===== src/rtl/mult_div.sv =====
// Iterative MIPS-style HI/LO multiply/divide unit: shift-add multiply and
// restoring shift-subtract divide, one bit per cycle, sign fix-up in a final cycle.
module mult_div #(
  parameter int unsigned WIDTH = 32
) (
  input  logic             clk,
  input  logic             rst,
  input  logic             start,
  input  logic [1:0]       alu_op,
  input  logic [5:0]       funct,
  input  logic [WIDTH-1:0] a,
  input  logic [WIDTH-1:0] b,
  output logic [WIDTH-1:0] hi,
  output logic [WIDTH-1:0] lo,
  output logic             busy,
  output logic             done
);

  localparam int unsigned CW = (WIDTH > 1) ? $clog2(WIDTH) : 1;

  typedef enum logic [1:0] {IDLE, CALC, FIX} state_e;
  typedef enum logic [1:0] {OP_MULT, OP_MULTU, OP_DIV, OP_DIVU} op_e;

  state_e           state_q, state_d;
  op_e              op_q, op_d;
  logic [CW-1:0]    cnt_q, cnt_d;
  logic [WIDTH-1:0] a_q, a_d, b_q, b_d;
  logic [WIDTH-1:0] acc_q, acc_d, quo_q, quo_d, opd_q, opd_d;
  logic [WIDTH-1:0] hi_q, hi_d, lo_q, lo_d;
  logic             done_q, done_d;

  logic             accept, req_signed, req_div, sign_diff, op_div;
  op_e              req_op;
  logic [WIDTH-1:0] a_mag, b_mag;
  logic [WIDTH:0]   mul_sum, div_shift, div_diff;
  logic [2*WIDTH-1:0] prod_mag, prod_neg;

  always_comb begin
    req_op     = op_e'(funct[1:0]);
    accept     = start && (alu_op == 2'b10) && (funct[5:2] == 4'b0110) && (state_q == IDLE);
    req_signed = (req_op == OP_MULT) || (req_op == OP_DIV);
    req_div    = funct[1];
    a_mag      = (req_signed && a[WIDTH-1]) ? -a : a;
    b_mag      = (req_signed && b[WIDTH-1]) ? -b : b;
    op_div     = (op_q == OP_DIV) || (op_q == OP_DIVU);
    sign_diff  = a_q[WIDTH-1] ^ b_q[WIDTH-1];
    // acc_q is the product high half for multiply and the partial remainder for divide
    mul_sum    = {1'b0, acc_q} + {1'b0, opd_q};
    div_shift  = {acc_q, quo_q[WIDTH-1]};
    div_diff   = div_shift - {1'b0, opd_q};
    prod_mag   = {acc_q, quo_q};
    prod_neg   = -prod_mag;
  end

  always_comb begin
    state_d = state_q;
    op_d    = op_q;
    cnt_d   = cnt_q;
    a_d     = a_q;
    b_d     = b_q;
    acc_d   = acc_q;
    quo_d   = quo_q;
    opd_d   = opd_q;
    hi_d    = hi_q;
    lo_d    = lo_q;
    done_d  = 1'b0;
    case (state_q)
      IDLE: begin
        if (accept) begin
          state_d = CALC;
          cnt_d   = '0;
          op_d    = req_op;
          a_d     = a;
          b_d     = b;
          acc_d   = '0;
          quo_d   = req_div ? a_mag : b_mag;
          opd_d   = req_div ? b_mag : a_mag;
        end
      end
      CALC: begin
        if (op_div) begin
          if (!div_diff[WIDTH]) begin
            acc_d = div_diff[WIDTH-1:0];
            quo_d = {quo_q[WIDTH-2:0], 1'b1};
          end else begin
            acc_d = div_shift[WIDTH-1:0];
            quo_d = {quo_q[WIDTH-2:0], 1'b0};
          end
        end else if (quo_q[0]) begin
          {acc_d, quo_d} = {mul_sum, quo_q[WIDTH-1:1]};
        end else begin
          {acc_d, quo_d} = {1'b0, acc_q, quo_q[WIDTH-1:1]};
        end
        if (cnt_q == CW'(WIDTH - 1)) begin
          state_d = FIX;
          cnt_d   = '0;
        end else begin
          cnt_d = cnt_q + 1'b1;
        end
      end
      FIX: begin
        state_d = IDLE;
        done_d  = 1'b1;
        case (op_q)
          OP_MULTU: {hi_d, lo_d} = prod_mag;
          OP_MULT:  {hi_d, lo_d} = sign_diff ? prod_neg : prod_mag;
          OP_DIVU: begin
            lo_d = quo_q;
            hi_d = acc_q;
          end
          default: begin
            lo_d = sign_diff ? -quo_q : quo_q;
            hi_d = a_q[WIDTH-1] ? -acc_q : acc_q;
          end
        endcase
        if (op_div && (b_q == '0)) begin
          hi_d = a_q;
          lo_d = '1;
        end
      end
      default: state_d = IDLE;
    endcase
  end

  always_ff @(posedge clk or posedge rst) begin
    if (rst) begin
      state_q <= IDLE;
      op_q    <= OP_MULT;
      cnt_q   <= '0;
      a_q     <= '0;
      b_q     <= '0;
      acc_q   <= '0;
      quo_q   <= '0;
      opd_q   <= '0;
      hi_q    <= '0;
      lo_q    <= '0;
      done_q  <= 1'b0;
    end else begin
      state_q <= state_d;
      op_q    <= op_d;
      cnt_q   <= cnt_d;
      a_q     <= a_d;
      b_q     <= b_d;
      acc_q   <= acc_d;
      quo_q   <= quo_d;
      opd_q   <= opd_d;
      hi_q    <= hi_d;
      lo_q    <= lo_d;
      done_q  <= done_d;
    end
  end

  assign hi   = hi_q;
  assign lo   = lo_q;
  assign busy = (state_q != IDLE);
  assign done = done_q;

endmodule


===== config.mk =====
export PLATFORM = sky130hd
export DESIGN_NAME = mult_div
export DESIGN_NICKNAME = d
export VERILOG_FILES = /design/src/rtl/mult_div.sv
export SDC_FILE = /design/constraint.sdc
export NUM_CORES = 1
export LEC_CHECK = 0
export ABC_CLOCK_PERIOD_IN_PS = 14200
export CAP_MARGIN = 0
export CORE_UTILIZATION = 30
export DETAILED_ROUTE_END_ITERATION = 8
export PLACE_DENSITY_LB_ADDON = 0.1
export SLEW_MARGIN = 10
export SYNTH_ARGS = -nofsm -noshare
export SYNTH_HDL_FRONTEND = slang
export SYNTH_SLANG_ARGS = --single-unit

===== constraint.sdc =====
create_clock -name clk -period 14.2 [get_ports clk]
set_input_delay 2.13 -clock clk [delete_from_list [all_inputs] [get_ports clk]]
set_output_delay 2.13 -clock clk [all_outputs]
set_load 0.02 [all_outputs]

======== Word-level counts from Yosys, hierarchy flattened ========
Cells that the tools add are included.
storage, ports and cells
  bits in registers ....................... 234
  output and inout bits ................... 66
  word-level logic and storage cells ...... 77
cells by class
  $add $sub $neg .......................... 8
  eq/ne operators ......................... 11
  muxes and demuxes ....................... 28
  bitwise operators ....................... 1
  reductions and logical operators ........ 18
operators with widths
  cell                 number
  $mux 32              15
  $pmux 32 s2          4
  $neg 32->32          4
  $mux 64              1
  $neg 64->64          1
  $add 32x32->33       1
  $sub 33x32->33       1
  $logic_not 32->1     1
  $eq 2x2->1 const B   5
  $mux 5               2
  $pmux 5 s2           1
  $logic_and 1x1->1    6
  $logic_not 2->1      3
  $reduce_and 2->1     3
  $add 5x1->5 const B  1
  $eq 5x5->1 const B   1
  $eq 2x1->1 const B   2
  $eq 4x3->1 const B   1
  $mux 2               2
  $ne 2x2->1 const B   2
  $pmux 2 s2           1
  $reduce_bool 2->1    2
  $logic_or 1x1->1     2
  $mux 1               2
  2 further kinds      2

======== Longest topological paths before layout ========
Gate-level depths: netlist (run 1).
  depth after elaboration ................. 7
  mapped depth ............................ 13
  mapped depth without buffers ............ 12

======== Worst setup path before layout (run 1) ========
No wires, ideal clock.
  kind .................................... input to register
  start point ............................. input a[2]
  end point ............................... register quo_q[28]
  arrival time ............................ 4.186 ns
  data required time ...................... 14.062 ns
  setup slack ............................. 9.877 ns
  stages on the path ...................... 9
  cell sequence ........................... clkbuf_1 nor4_1 nand3_1 nor4_1 a31oi_1 a21o_1 xor2_1 a211oi_1 o22ai_1
between the ends
  word-level cells in the longest chain between the ends .. 5
RTL lines
  item                    line  text
  start: declaration      11    input logic [WIDTH-1:0] a,
  $neg 32->32             43    a_mag = (req_signed && a[WIDTH-1]) ? -a : a;
  $mux 32                 43
  $mux 32                 76    quo_d = req_div ? a_mag : b_mag;
  $mux 32                 69    if (accept) begin
  $pmux 32 s2             67    case (state_q)
  end signal: assignment  145   quo_q <= quo_d;
  end: declaration        28    logic [WIDTH-1:0] acc_q, acc_d, quo_q, quo_d, opd_q, opd_d;
Every way passes these cells. The select of a mux whose other input is x is not followed.
A chain may end at the register's enable or synchronous reset.

======== Worst setup path after layout (run 1) ========
  start point ............................. input b[0]
  end point ............................... register quo_q[31]
between the ends
  word-level cells in the longest chain between the ends .. 5
RTL lines
  item                line  text
  start: declaration  12    input logic [WIDTH-1:0] b,
  $neg 32->32         44    b_mag = (req_signed && b[WIDTH-1]) ? -b : b;
  $mux 32             44
  $mux 32             76
  $mux 32             69
  $pmux 32 s2         67
Every way passes these cells. The select of a mux whose other input is x is not followed.

==> tab_implementation.tex, run 1 <==
\begin{tabular}{lr}
\hline
Metric & Value \\
\hline
\multicolumn{2}{l}{\textbf{Cells and area}} \\
\quad Area added between synthesis and finish & 18.0\% \\
\quad Layout cell share with drive strength beyond 1 & 0.0511 \\
\quad Diodes inserted & 0 \\
\quad Final net count & about 2400 \\
\quad Number of fillers in the final layout & 5989 \\
\quad Final standard cell count with taps included and fillers excluded & around 3000 \\
\multicolumn{2}{l}{\textbf{Critical path}} \\
\quad Critical path cell sequence & clkdlybuf4s50\_1 > or4\_1 > nor4\_1 > nand4\_1 > nor2b\_1 > a31oi\_1 > nor2b\_1 > mux2\_2 > nor2\_1 > o22ai\_1 \\
\quad Crit Path Category & input port to flop \\
\quad Data arrival time of the critical path & around 5.6 ns \\
\quad Slowest stage cell, crit path & sky130\_fd\_sc\_hd\_\_nor4\_1 \\
\quad Cell type with the highest occurrence count on the critical path & sky130\_fd\_sc\_hd\_\_nor2b\_1 \\
\quad CP Max Fanout & 6 \\
\quad Endpoint required time on the critical path & about 15 ns \\
\quad Critical path's largest stage delay & between 0.7 and 0.8 ns \\
\quad Crit end category & flop \\
\quad Crit start category & input port \\
\multicolumn{2}{l}{\textbf{Timing}} \\
\quad Final Max Slew Viols & 0 \\
\quad Setup repair after global routing missed its margin & false \\
\quad Max-slew headroom at the worst pin & 0.303 \\
\quad Total of endpoints with negative setup slack in the final report & 0 \\
\quad Setup TNS after final layout & 0 ns \\
\quad Post-route clock skew & between 0.015 and 0.02 ns \\
\quad Final Cycle Share & 0.357 \\
\quad Tmin final & $\sim$5 ns \\
\quad Slew of the pin with the lowest slew margin & $\sim$1.0 ns \\
\quad Achievable clock frequency & a little under 0.2 GHz \\
\quad Final worst hold slack & approximately 0.47 ns \\
\quad Hold Vio Cnt, Final & 0 \\
\multicolumn{2}{l}{\textbf{Yosys}} \\
\quad Yosys synthesis warning count & 0 \\
\quad Main combinational cell family by area after synthesis & compound AO/OA/AOI/OAI gates \\
\quad Xor/xnor share of the synthesized area & 0.0806 \\
\quad Library cells used by synthesis & 86 \\
\quad Mux cell area share after synthesis & 0.0290 \\
\quad Dominant synthesized flop cell & sky130\_fd\_sc\_hd\_\_dfrtp\_1 \\
\quad Register bit total from synthesis & about 230 \\
\quad Avg Cell Area, Syn & just under 8 sq um \\
\quad Most common library cells after synthesis & sky130\_fd\_sc\_hd\_\_nand2\_1 (338), sky130\_fd\_sc\_hd\_\_dfrtp\_1 (234), sky130\_fd\_sc\_hd\_\_nor2\_1 (213) \\
\quad Sequential cell area fraction in the yosys report & 0.337 \\
\quad Area fraction in compound gates after synthesis & 0.247 \\
\quad Cell type contributing the most total cell area after synthesis & sky130\_fd\_sc\_hd\_\_dfrtp\_1 \\
\quad Post-synthesis net count & $\sim$2400 \\
\quad Number of enable flip-flop cells after synthesis & 0 \\
\quad Top post-synthesis cells by area & sky130\_fd\_sc\_hd\_\_dfrtp\_1 (34\%), sky130\_fd\_sc\_hd\_\_nand2\_1 (7.3\%), sky130\_fd\_sc\_hd\_\_a21oi\_1 (5.8\%) \\
\quad Post-synthesis instance total & 2203 \\
\quad Area share of the largest cell type after synthesis & 0.337 \\
\quad Cell with the most instances after synthesis & sky130\_fd\_sc\_hd\_\_nand2\_1 \\
\quad Cell Area, Synth & 0.0174 sq mm \\
\quad Share of synthesized flip-flops with an asynchronous set or reset & 1.00 \\
\quad Share of synthesized cell area in and, or, nand and nor gates & 0.208 \\
\quad Adder-Cell Fraction of Synth Area & 0.0527 \\
\multicolumn{2}{l}{\textbf{CTS}} \\
\quad Number of sinks handled by clock tree synthesis & approximately 230 \\
\quad Clock insertion delay at the later pin of the skew report & between 0.5 and 0.6 ns \\
\quad Clock root buffer & sky130\_fd\_sc\_hd\_\_clkbuf\_16 \\
\quad Clock buffer depth & 3 \\
\quad Num CTS Buffers & 31 \\
\quad Number of levels the H-tree was split into & 1 \\
\quad Clock tree from TritonCTS & built \\
\quad Total setup buffers inserted after CTS & 0 \\
\quad Post\_cts resized & 0 \\
\quad Hold bufs inserted after CTS & 0 \\
\quad Clock transition time at the flip-flop clock pins of the worst setup and hold paths & 0.06 ns \\
\multicolumn{2}{l}{\textbf{Floorplan}} \\
\quad Number of I/O pins & 141 \\
\quad Area enclosed by the die boundary & 0.0589 sq mm \\
\quad Placeable Area & between 0.05 and 0.06 sq mm \\
\quad Initial Utilization & 0.306 \\
\quad Std cell rows & between 80 and 90 \\
\quad Y dimension of the die & 243 um \\
\quad Width of the die & 243 um \\
\multicolumn{2}{l}{\textbf{Drt}} \\
\quad Pre-Repair DR Iteration Count & 5 \\
\quad Via count & roughly 17000 \\
\quad Total DRC errors in the routed layout & 0 \\
\quad Routed len/inst & $\sim$23 um \\
\quad Remaining antenna violation count after routing & 0 \\
\quad DR vias/cell & roughly 5.6 \\
\quad Total length of routed wires & 70300 um \\
\quad Detailed Route Iter0 Violations & 1627 \\
\multicolumn{2}{l}{\textbf{GRT}} \\
\quad Maximum number of pins on one net before global-route repair & between 100 and 150 \\
\quad Wire length of the first global-routing pass & $\sim$110000 um \\
\quad Antenna violations before repair & 0 \\
\quad Overall overflow remaining after global route & 0 \\
\quad Vias in the first global route & $\sim$16000 \\
\quad Total routing usage reported by global routing & 0.232 \\
\multicolumn{2}{l}{\textbf{Power and ir drop}} \\
\quad Reported leakage power & between 8 and 9 nW \\
\quad Maximum vdd ir drop & around 100 uV \\
\quad Total power consumption of the routed design & around 0.0039 W \\
\quad Power Density & around 190 mW/mm\^{}2 \\
\multicolumn{2}{l}{\textbf{Hold path}} \\
\quad Class of the tightest hold or removal check & flop to flop \\
\multicolumn{2}{l}{\textbf{Placed design}} \\
\quad HPWL Detailed & $\sim$52000 um \\
\quad Placed cell count & 2989 \\
\quad I/O Buffers & 140 \\
\quad Final weighted congestion of routability-driven global placement & 0.925 \\
\multicolumn{2}{l}{\textbf{Run status}} \\
\quad Outcome & finished clean \\
\multicolumn{2}{l}{\textbf{Flow run}} \\
\quad Max\_cap viols & 0 \\
\hline
\end{tabular}
## metal layers
| layer | part of all wire | GRT usage | vias to the layer above |
|---|---|---|---|
| li1 | - | - | 7989 |
| met2 | 0.44 | 0.360 | 543 |
| met3 | 0.052 | 0.0212 | 88 |
| met5 | 0 | 0 | - |
| met4 | 0.029 | 0.0622 | 0 |
| met1 | 0.48 | 0.343 | 8325 |
## layout by cell type, fill, tap and decap left out, drive strengths merged, types with 11 or more instances in the layout
| cell type | count |
|---|---|
| xor2 | 67 |
| xnor2 | 93 |
| clkdlybuf4s50 | 139 |
| nor2b | 26 |
| and3 | 16 |
| or4 | 13 |
| o211ai | 28 |
| ha | 70 |
| nor3 | 46 |
| and2 | 13 |
| clkbuf | 46 |
| or3 | 17 |
| dfrtp | 234 |
| buf | 30 |
| mux2i | 47 |
| o21bai | 11 |
| a21o | 34 |
| a211oi | 73 |
| nand4 | 14 |
| nand3 | 30 |
| o31ai | 28 |
| inv | 66 |
| nor2 | 214 |
| a21oi | 201 |
| nor4 | 25 |
| nand2 | 338 |
| a31oi | 38 |
| o21a | 19 |
| o21ai | 175 |
| nand2b | 17 |
## per-stage QoR
stage           util  setup slack (ns)  area (sq um)
4_1_cts        0.361              9.28         20500
5_1_grt        0.361              8.85         20500
6_report       0.361              9.13         20500
2_1_floorplan      -              5.65         17400
3_3_place_gp   0.342              8.68         19500
3_5_place_dp   0.342              8.67         19500
## state kept, by name, summed over array words and instances (netlist names)
signal	flops
state_q	2
acc_q	32
op_q	2
opd_q	32
lo	32
hi	32
a_q	32
quo_q	32
cnt_q	5
b_q	32
done	1
## where the power goes
group / internal [W] / leakage, nW / switching (W)
clock: 0.000501 / 0.515 / 0.000325
sequential: 0.000808 / 2.85 / 0.000284
combinational: 0.000787 / 5.32 / 0.00120
total: 0.00210 / 8.68 / 0.00181
## worst paths after layout
kind                           start         to  slack (ns)  depth (start not counted)
hold / removal               b_q[10]    b_q[10]        0.47                          2
hold reg to reg              b_q[10]    b_q[10]        0.47                          2
setup reg to reg           quo_q[31]  acc_q[24]        9.36                         12
max in group asynchronous        rst    op_q[1]       10.80                          3
setup / recovery                b[0]  quo_q[31]        9.13                         10
min in group asynchronous        rst      lo[4]        2.12                          2
## layout make-up
cell class,instances,area (sq um),share of cell area
clock buffers,46,922,0.0449
clock inverters,11,146,0.00713
inverters,68,263,0.0128
multi-input cells,1762,10800,0.524
flip-flops and latches,234,5860,0.285
well taps,756,946,0.0461
repair buffers,169,1630,0.0793
## worst max-delay path, delay by kind of cell
family,cells,cell delay [ns]
AND/OR/NAND/NOR,6,2.43
multiplexers,1,0.19
AO/OA/AOI/OAI,2,0.27
buffers and inverters,1,0.55
## logic make-up (layout without fill, tap and decap cells)
family,Yosys count,after routing
and+or+nand+nor,796,796
buffers and inverters,207,294
AOI/OAI and AO/OA,684,684
adders and majority gates,72,72
muxes,50,50
xor gates and xnor gates,160,160
DFF,234,234
No activity file was read; power rests on OpenSTA's default activity.
==> run 2: changes to the inputs <==
--- a/config.mk
+++ b/config.mk
@@ -5,7 +5,7 @@
 export SDC_FILE = /design/constraint.sdc
 export NUM_CORES = 1
 export LEC_CHECK = 0
-export ABC_CLOCK_PERIOD_IN_PS = 14200
+export ABC_CLOCK_PERIOD_IN_PS = 5150
 export CAP_MARGIN = 0
 export CORE_UTILIZATION = 30
 export DETAILED_ROUTE_END_ITERATION = 8
==> constraint.sdc (replaced) <==
create_clock -name clk -period 5.15 [get_ports clk]
set_input_delay 0.7725 -clock clk [delete_from_list [all_inputs] [get_ports clk]]
set_output_delay 0.7725 -clock clk [all_outputs]
set_load 0.02 [all_outputs]
==> run 2 against run 1 <==
  * Sequential power grew to 2.7 times the previous value
  * Wire length is 1.5% lower
  * Non-clock buffer count is 9 higher
  * Count of clock-buffer cells in the layout is 3 lower
  * Total power grew to 2.8 times the previous value
  * Critical path depth stayed put
  * Register-to-register slack worse by 8.2 ns
  * Critical endpoint is now hi[3]
  * Setup slack worse by 7.9 ns
  * Critical path type is now flop to flop
  * Final cell count is 0.26% higher
  * Clock power grew to 2.8 times the previous value
==> tab_implementation.tex, run 2 (synthesized netlist as in run 1, its figures left out) <==
\begin{tabular}{lr}
\hline
Metric & Value \\
\hline
\multicolumn{2}{l}{\textbf{Run status}} \\
\quad Outcome & finished clean \\
\multicolumn{2}{l}{\textbf{Cells and area}} \\
\quad Core occupancy in the finished layout & 0.363 (+0.00170) \\
\quad Final net count & 2421 (+0.33\%) \\
\quad Commonest cells after routing, fill and taps aside & sky130\_fd\_sc\_hd\_\_nand2\_1 (338), sky130\_fd\_sc\_hd\_\_dfrtp\_1 (233), sky130\_fd\_sc\_hd\_\_nor2\_1 (213) \\
\quad Area added between synthesis and finish & 18.6\% \\
\quad Diodes inserted & 0 (unchanged) \\
\quad Layout cell share with drive strength beyond 1 & 0.0561 (+0.00504) \\
\quad Final standard cell count with taps included and fillers excluded & 3054 (+0.26\%) \\
\quad Most frequent standard cell in the layout excluding fill and tap cells & sky130\_fd\_sc\_hd\_\_nand2\_1 \\
\multicolumn{2}{l}{\textbf{Critical path}} \\
\quad First element of the critical path & quo\_q[24] \\
\quad Critical path's largest stage delay & 1.03 ns (+0.26 ns) \\
\quad Slowest stage cell, crit path & sky130\_fd\_sc\_hd\_\_nor4\_1 \\
\quad Timing endpoint of the critical path & hi[3] \\
\quad Endpoint required time on the critical path & 5.60 ns (-9.10 ns) \\
\quad Stages on worst setup path & 10 (unchanged) \\
\quad Flop-to-flop setup slack & 1.19 ns (-8.17 ns) \\
\quad Reg2Reg Depth & 10 (-2) \\
\quad Cell type with the highest occurrence count on the critical path & sky130\_fd\_sc\_hd\_\_o21ai\_0 \\
\quad RR Endpoint & hi[3] \\
\quad Data arrival time of the critical path & 4.40 ns (-1.17 ns) \\
\quad Critical R2R Launch & quo\_q[24] \\
\quad Crit Path Category & flop to flop \\
\quad Critical path's top delay family & simple AND/OR/NAND/NOR gates \\
\quad Critical path cell sequence & or4\_1 > nor4\_1 > nand4\_1 > buf\_4 > nand2\_1 > o21ai\_0 > xnor2\_1 > nor2\_1 > a21oi\_1 > o21ai\_0 \\
\quad Crit start category & flop \\
\quad CP Max Fanout & 10 (+4) \\
\quad Crit end category & flop \\
\quad Worst path bufs/invs & 1 (unchanged) \\
\multicolumn{2}{l}{\textbf{Power and ir drop}} \\
\quad Maximum vdd ir drop & 249 uV (+150\%) \\
\quad Clock share of power & 0.212 (about the same) \\
\quad Reg power frac & 0.275 (-0.004) \\
\quad Total internal power & 0.00583 W (+180\%) \\
\quad Proportion of total power due to net switching & 0.462 (-0.00210) \\
\quad Reported leakage power & 8.74 nW (+0.69\%) \\
\quad Total power consumption of the routed design & 0.0108 W (+180\%) \\
\quad Power share of the combinational group & 0.513 (+0.004) \\
\quad Switching power & 0.00499 W (+180\%) \\
\quad Power Density & 525 mW/mm\^{}2 (+180\%) \\
\multicolumn{2}{l}{\textbf{Drt}} \\
\quad Remaining antenna violation count after routing & 0 (unchanged) \\
\quad Pre-Repair DR Iteration Count & 5 (unchanged) \\
\quad Via count & 16900 (-0.45\%) \\
\quad Detailed Route Iter0 Violations & 1481 (-9.0\%) \\
\quad Routed len/inst & 22.7 um (-1.7\%) \\
\quad Total DRC errors in the routed layout & 0 (unchanged) \\
\quad Total length of routed wires & 69200 um (-1.5\%) \\
\quad DR vias/cell & 5.52 (-0.72\%) \\
\multicolumn{2}{l}{\textbf{GRT}} \\
\quad Wire length of the first global-routing pass & 104000 um (-0.75\%) \\
\quad Maximum number of pins on one net before global-route repair & 162 (+33\%) \\
\quad Met2 layer usage reported by global route & 0.359 (about the same) \\
\quad Vias in the first global route & 16200 (+0.53\%) \\
\quad Overall overflow remaining after global route & 0 (unchanged) \\
\quad Layer carrying the most global-route usage & met2 \\
\quad Met3 usage in global routing & 0.0269 (+0.00564) \\
\quad Antenna violations before repair & 1 (+1) \\
\quad Grt met1 use & 0.335 (-0.00827) \\
\quad Total routing usage reported by global routing & 0.231 (-0.00156) \\
\multicolumn{2}{l}{\textbf{Timing}} \\
\quad Setup repair after global routing missed its margin & false \\
\quad Hold Vio Cnt, Final & 0 (unchanged) \\
\quad Total of endpoints with negative setup slack in the final report & 0 (unchanged) \\
\quad Setup TNS after final layout & 0 ns (unchanged) \\
\quad Slew of the pin with the lowest slew margin & 1.22 ns (+0.172 ns) \\
\quad Tmin final & $\sim$4.0 ns \\
\quad Final Cycle Share & 0.768 \\
\quad Max-slew headroom at the worst pin & 0.182 (-0.121) \\
\quad Final Max Slew Viols & 0 (unchanged) \\
\quad Achievable clock frequency & roughly 0.25 GHz \\
\quad Post-route clock skew & 0.0147 ns (-0.00223 ns) \\
\quad Final worst hold slack & 0.467 ns (-0.00733 ns) \\
\multicolumn{2}{l}{\textbf{Floorplan}} \\
\quad Area enclosed by the die boundary & 0.0589 sq mm (unchanged) \\
\quad Y dimension of the die & 243 um (unchanged) \\
\quad Placeable Area & 0.0568 sq mm (unchanged) \\
\quad Std cell rows & 87 (unchanged) \\
\quad Initial Utilization & 0.306 (unchanged) \\
\quad Width of the die & 243 um (unchanged) \\
\quad Number of I/O pins & 141 (unchanged) \\
\multicolumn{2}{l}{\textbf{CTS}} \\
\quad Clock transition time at the flip-flop clock pins of the worst setup and hold paths & 0.06 ns (about the same) \\
\quad Number of sinks handled by clock tree synthesis & 234 (unchanged) \\
\quad Total setup buffers inserted after CTS & 0 (unchanged) \\
\quad Clock buffer depth & 3 (unchanged) \\
\quad Hold bufs inserted after CTS & 0 (unchanged) \\
\quad Clock root buffer & sky130\_fd\_sc\_hd\_\_clkbuf\_16 \\
\quad Num CTS Buffers & 30 (-3.2\%) \\
\quad Clock insertion delay at the later pin of the skew report & 0.59 ns (about the same) \\
\quad Clock tree from TritonCTS & built \\
\quad Post\_cts resized & 0 (unchanged) \\
\quad Number of levels the H-tree was split into & 1 (unchanged) \\
\multicolumn{2}{l}{\textbf{Flow run}} \\
\quad Max\_cap viols & 0 (unchanged) \\
\multicolumn{2}{l}{\textbf{Placed design}} \\
\quad Final weighted congestion of routability-driven global placement & 0.932 (+0.82\%) \\
\quad Placed cell count & 2998 (+0.30\%) \\
\quad HPWL Detailed & 51900 um (-1.0\%) \\
\quad I/O Buffers & 140 (unchanged) \\
\multicolumn{2}{l}{\textbf{Hold path}} \\
\quad Number of stages on the worst hold path & 2 (unchanged) \\
\quad Class of the tightest hold or removal check & flop to flop \\
\hline
\end{tabular}
## run 2: area by class of cell
cell class                 count  area, sq um
inverter                      68          259
clock inverter                13          155
clock buffer                  43          921
tap                          756          946
sequential                   234         5860
multi-input combinational   1762        10800
timing repair buffer         178         1720
fill                        6019        36200
## run 2: per-stage QoR
stage | setup WS, ns | cell area (sq um)
after global routing | 0.947 | 20600
after global placement | 1.24 | 19500
after CTS | 1.18 | 20600
final | 1.19 | 20600
after detailed placement | 1.20 | 19500
after floorplan | 1.31 | 17400
## run 2: worst min-delay path by stage
stage,startpoint,end
4_1_cts,b_q[16],b_q[16]
6_report,b_q[16],b_q[16]
2_1_floorplan,b_q[16],b_q[16]
3_5_place_dp,b_q[16],b_q[16]
5_1_grt,b_q[16],b_q[16]
3_3_place_gp,a_q[24],a_q[24]
## run 2: worst reg2reg max path: cells and delay by family (launching register included)
| family | cells | cell delay (ns) |
|---|---|---|
| buffers and inverters | 1 | 0.23 |
| xor gates and xnor gates | 1 | 0.34 |
| and+or+nand+nor | 5 | 2.33 |
| DFF | 1 | 0.47 |
| AOI/OAI and AO/OA | 3 | 0.44 |
## run 2: metal layers
layer / wire [um] / vias up
li1: - / 8008
met1: 33200 / 8254
met2: 30500 / 520
met3: 3500 / 86
met4: 2050 / 0
met5: 0 / -
## run 2: power by group through the flow
stage | clock [W] | combinational (W) | sequential [W]
after floorplan | 0 | 0.00392 | 0.00267
after global placement | 0 | 0.00546 | 0.00299
after detailed placement | 0 | 0.00547 | 0.00300
after CTS | 0.00235 | 0.00550 | 0.00297
after global routing | 0.00242 | 0.00608 | 0.00304
final | 0.00230 | 0.00555 | 0.00298
==> run 3: changes to the inputs <==
--- a/config.mk
+++ b/config.mk
@@ -5,7 +5,7 @@
 export SDC_FILE = /design/constraint.sdc
 export NUM_CORES = 1
 export LEC_CHECK = 0
-export ABC_CLOCK_PERIOD_IN_PS = 5150
+export ABC_CLOCK_PERIOD_IN_PS = 3400
 export CAP_MARGIN = 0
 export CORE_UTILIZATION = 30
 export DETAILED_ROUTE_END_ITERATION = 8
==> constraint.sdc (replaced) <==
create_clock -name clk -period 3.4 [get_ports clk]
set_input_delay 0.51 -clock clk [delete_from_list [all_inputs] [get_ports clk]]
set_output_delay 0.51 -clock clk [all_outputs]
set_load 0.02 [all_outputs]
==> run 3 against run 2 <==
  * Final area rose by 6.9%
  * Final cell count rose by 5.4%
  * Sequential share of layout area fell by 1.8 points
==> tab_implementation.tex, run 3 (synthesized netlist as in run 1, its figures left out) <==
\begin{tabular}{lr}
\hline
Metric & Value \\
\hline
\multicolumn{2}{l}{\textbf{Critical path}} \\
\quad Crit Path Category & flop to flop \\
\quad Data arrival time of the critical path & 3.75 ns (-0.65 ns) \\
\quad Critical R2R Launch & quo\_q[31] \\
\quad RR Endpoint & acc\_q[30] \\
\quad Timing endpoint of the critical path & acc\_q[30] \\
\quad Reg2Reg Depth & 12 (+2) \\
\quad CP Max Fanout & 3 (-7) \\
\quad Crit end category & flop \\
\quad Crit start category & flop \\
\quad Endpoint required time on the critical path & 3.91 ns (-1.69 ns) \\
\quad Flop-to-flop setup slack & 0.16 ns (-1.03 ns) \\
\quad First element of the critical path & quo\_q[31] \\
\multicolumn{2}{l}{\textbf{Timing}} \\
\quad Tmin final & 3.24 ns (-0.719 ns) \\
\quad Post-route clock skew & 0.0340 ns (+0.0192 ns) \\
\quad Total of endpoints with negative setup slack in the final report & 0 (unchanged) \\
\quad Setup repair after global routing missed its margin & true \\
\quad Final worst hold slack & 0.306 ns (-0.160 ns) \\
\quad Hold Vio Cnt, Final & 0 (unchanged) \\
\quad Achievable clock frequency & 0.309 GHz (+22\%) \\
\quad Final Max Slew Viols & 0 (unchanged) \\
\quad Max-slew headroom at the worst pin & 0.406 (+0.224) \\
\quad Post-route setup slack & 0.163 ns (-1.03 ns) \\
\quad Final Cycle Share & 0.952 (+0.184) \\
\quad Slew of the pin with the lowest slew margin & 0.891 ns (-0.325 ns) \\
\quad Setup TNS after final layout & 0 ns (unchanged) \\
\multicolumn{2}{l}{\textbf{Cells and area}} \\
\quad Most frequent standard cell in the layout excluding fill and tap cells & sky130\_fd\_sc\_hd\_\_nand2\_1 \\
\quad Commonest cells after routing, fill and taps aside & sky130\_fd\_sc\_hd\_\_nand2\_1 (338), sky130\_fd\_sc\_hd\_\_dfrtp\_1 (230), sky130\_fd\_sc\_hd\_\_nor2\_1 (213) \\
\quad Final net count & 2585 (+6.8\%) \\
\quad Diodes inserted & 0 (unchanged) \\
\quad Final design instance area without fill & 0.0220 sq mm (+6.9\%) \\
\quad Final standard cell count with taps included and fillers excluded & 3218 (+5.4\%) \\
\quad Area added between synthesis and finish & 26.8\% \\
\quad Layout cell share with drive strength beyond 1 & 0.126 (+0.0694) \\
\multicolumn{2}{l}{\textbf{Power and ir drop}} \\
\quad Switching power & 0.00782 W (+57\%) \\
\quad Power share of the combinational group & 0.562 (+0.049) \\
\quad Reported leakage power & 9.58 nW (+9.6\%) \\
\quad Reg power frac & 0.231 (-0.044) \\
\quad Proportion of total power due to net switching & 0.445 (-0.0168) \\
\quad Power Density & 797 mW/mm\^{}2 (+52\%) \\
\quad Total internal power & 0.00976 W (+68\%) \\
\quad Clock share of power & 0.207 (-0.005) \\
\quad Maximum vdd ir drop & 358 uV (+44\%) \\
\multicolumn{2}{l}{\textbf{CTS}} \\
\quad Clock buffer depth & 3 (unchanged) \\
\quad Num CTS Buffers & 31 (+3.3\%) \\
\quad Clock root buffer & sky130\_fd\_sc\_hd\_\_clkbuf\_16 \\
\quad Clock insertion delay at the later pin of the skew report & 0.60 ns (about the same) \\
\quad Number of levels the H-tree was split into & 1 (unchanged) \\
\quad Number of sinks handled by clock tree synthesis & 234 (unchanged) \\
\quad Clock tree from TritonCTS & built \\
\quad Clock transition time at the flip-flop clock pins of the worst setup and hold paths & 0.06 ns (about the same) \\
\multicolumn{2}{l}{\textbf{Floorplan}} \\
\quad Placeable Area & 0.0568 sq mm (unchanged) \\
\quad Std cell rows & 87 (unchanged) \\
\quad Initial Utilization & 0.306 (unchanged) \\
\quad Y dimension of the die & 243 um (unchanged) \\
\quad Width of the die & 243 um (unchanged) \\
\quad Number of I/O pins & 141 (unchanged) \\
\quad Area enclosed by the die boundary & 0.0589 sq mm (unchanged) \\
\multicolumn{2}{l}{\textbf{Placed design}} \\
\quad HPWL Detailed & 56300 um (+8.6\%) \\
\quad I/O Buffers & 140 (unchanged) \\
\quad Post-place instance area & 0.0208 sq mm (+6.4\%) \\
\quad Final weighted congestion of routability-driven global placement & 0.923 (-1.0\%) \\
\quad Placed cell count & 3158 (+5.3\%) \\
\quad Worst setup timing slack at the placement stage & -0.0494 ns (-1.25 ns) \\
\multicolumn{2}{l}{\textbf{Drt}} \\
\quad Total length of routed wires & 72700 um (+5.0\%) \\
\quad Detailed Route Iter0 Violations & 1413 (-4.6\%) \\
\quad Pre-Repair DR Iteration Count & 7 (+2) \\
\quad Via count & 17500 (+3.5\%) \\
\quad Remaining antenna violation count after routing & 0 (unchanged) \\
\quad Total DRC errors in the routed layout & 0 (unchanged) \\
\quad Routed len/inst & 22.6 um (-0.37\%) \\
\quad DR vias/cell & 5.42 (-1.8\%) \\
\multicolumn{2}{l}{\textbf{Hold path}} \\
\quad Class of the tightest hold or removal check & input port to asynchronous set/reset pin \\
\multicolumn{2}{l}{\textbf{Run status}} \\
\quad Outcome & finished clean \\
\multicolumn{2}{l}{\textbf{GRT}} \\
\quad Overall overflow remaining after global route & 0 (unchanged) \\
\quad Total routing usage reported by global routing & 0.243 (+0.0120) \\
\quad Maximum number of pins on one net before global-route repair & 98 (-40\%) \\
\quad Antenna violations before repair & 1 (unchanged) \\
\quad Wire length of the first global-routing pass & 110000 um (+5.2\%) \\
\quad Vias in the first global route & 17100 (+5.5\%) \\
\multicolumn{2}{l}{\textbf{Flow run}} \\
\quad Max\_cap viols & 0 (unchanged) \\
\hline
\end{tabular}
run 3: cell count changes in the layout (fill, tap and decap cells not counted), moves of 4 or more:
cell                        delta
sky130_fd_sc_hd__o21ai_0       -4
sky130_fd_sc_hd__clkbuf_8      -6
sky130_fd_sc_hd__o21ai_1       +4
sky130_fd_sc_hd__a211oi_1      -4
sky130_fd_sc_hd__buf_12        +4
sky130_fd_sc_hd__buf_4       +159
sky130_fd_sc_hd__bufinv_16     +4
sky130_fd_sc_hd__a211oi_2      +4
run 3: routing by layer:
metal / part of all wire / vias to the layer above / wire length [um] / track usage
met5: 0 / - / 0 / 0
met4: 0.028 / 0 / 2030 / 0.0623
met3: 0.052 / 80 / 3770 / 0.0275
met2: 0.46 / 446 / 33200 / 0.391
met1: 0.46 / 8583 / 33700 / 0.344
li1: - / 8347 / - / -
run 3: worst min path at each step:
stage                         end  slack, ns  cells past startpoint
after floorplan           b_q[16]       0.44                      2
after global placement     a_q[8]       0.45                      2
after detailed placement  b_q[16]       0.46                      2
after CTS                   lo[2]       0.30                      2
after global routing        lo[2]       0.33                      2
final                       lo[2]       0.31                      2
run 3: critical path, cell delays in order, from the launching register on:
cell and delay [ns]:
sky130_fd_sc_hd__dfrtp_1 0.35, sky130_fd_sc_hd__inv_1 0.07, sky130_fd_sc_hd__ha_1 0.23, sky130_fd_sc_hd__fa_2 0.37
sky130_fd_sc_hd__nand2b_4 0.16, sky130_fd_sc_hd__a21oi_2 0.19, sky130_fd_sc_hd__nor4_2 0.09, sky130_fd_sc_hd__o21ba_2 0.25
sky130_fd_sc_hd__o32a_4 0.32, sky130_fd_sc_hd__or4b_1 0.52, sky130_fd_sc_hd__a311oi_2 0.29, sky130_fd_sc_hd__a21oi_1 0.08
sky130_fd_sc_hd__a211oi_2 0.23
run 3: what timing repair did:
| action | 4_1_cts | 5_1_grt |
|---|---|---|
| hold buffers | 0 | 0 |
| setup buffers | 0 | 3 |
| hold endpoints to repair | 0 | 0 |
| gates resized for setup | 3 | 25 |
| pin swaps | 0 | 5 |
| cloned | 0 | 0 |
| setup endpoints to repair | 5 | 34 |
run 3: cell type report:
class / instances / area (sq um)
Clock inverter: 17 / 270
Fill cell: 5967 / 34800
Clock buffer: 40 / 850
Tap cell: 756 / 946
Sequential cell: 234 / 5860
Timing Repair Buffer: 341 / 2990
Multi-Input combinational cell: 1762 / 10900
Inverter: 68 / 259
run 3: power by group through the flow:
| stage | Combinational [W] | Clock [W] | Sequential (W) |
|---|---|---|---|
| CTS | 0.00966 | 0.00373 | 0.00404 |
| detailed placement | 0.00959 | 0 | 0.00409 |
| global route | 0.0108 | 0.00384 | 0.00413 |
| finish | 0.00988 | 0.00364 | 0.00405 |
| global placement | 0.00962 | 0 | 0.00407 |
| floorplan | 0.00593 | 0 | 0.00405 |
run 3: per-stage QoR:
stage | util | power [W]
6_report | 0.388 | 0.0176
3_5_place_dp | 0.366 | 0.0137
2_1_floorplan | - | 0.00998
4_1_cts | 0.386 | 0.0174
5_1_grt | 0.388 | 0.0187
3_3_place_gp | 0.366 | 0.0137
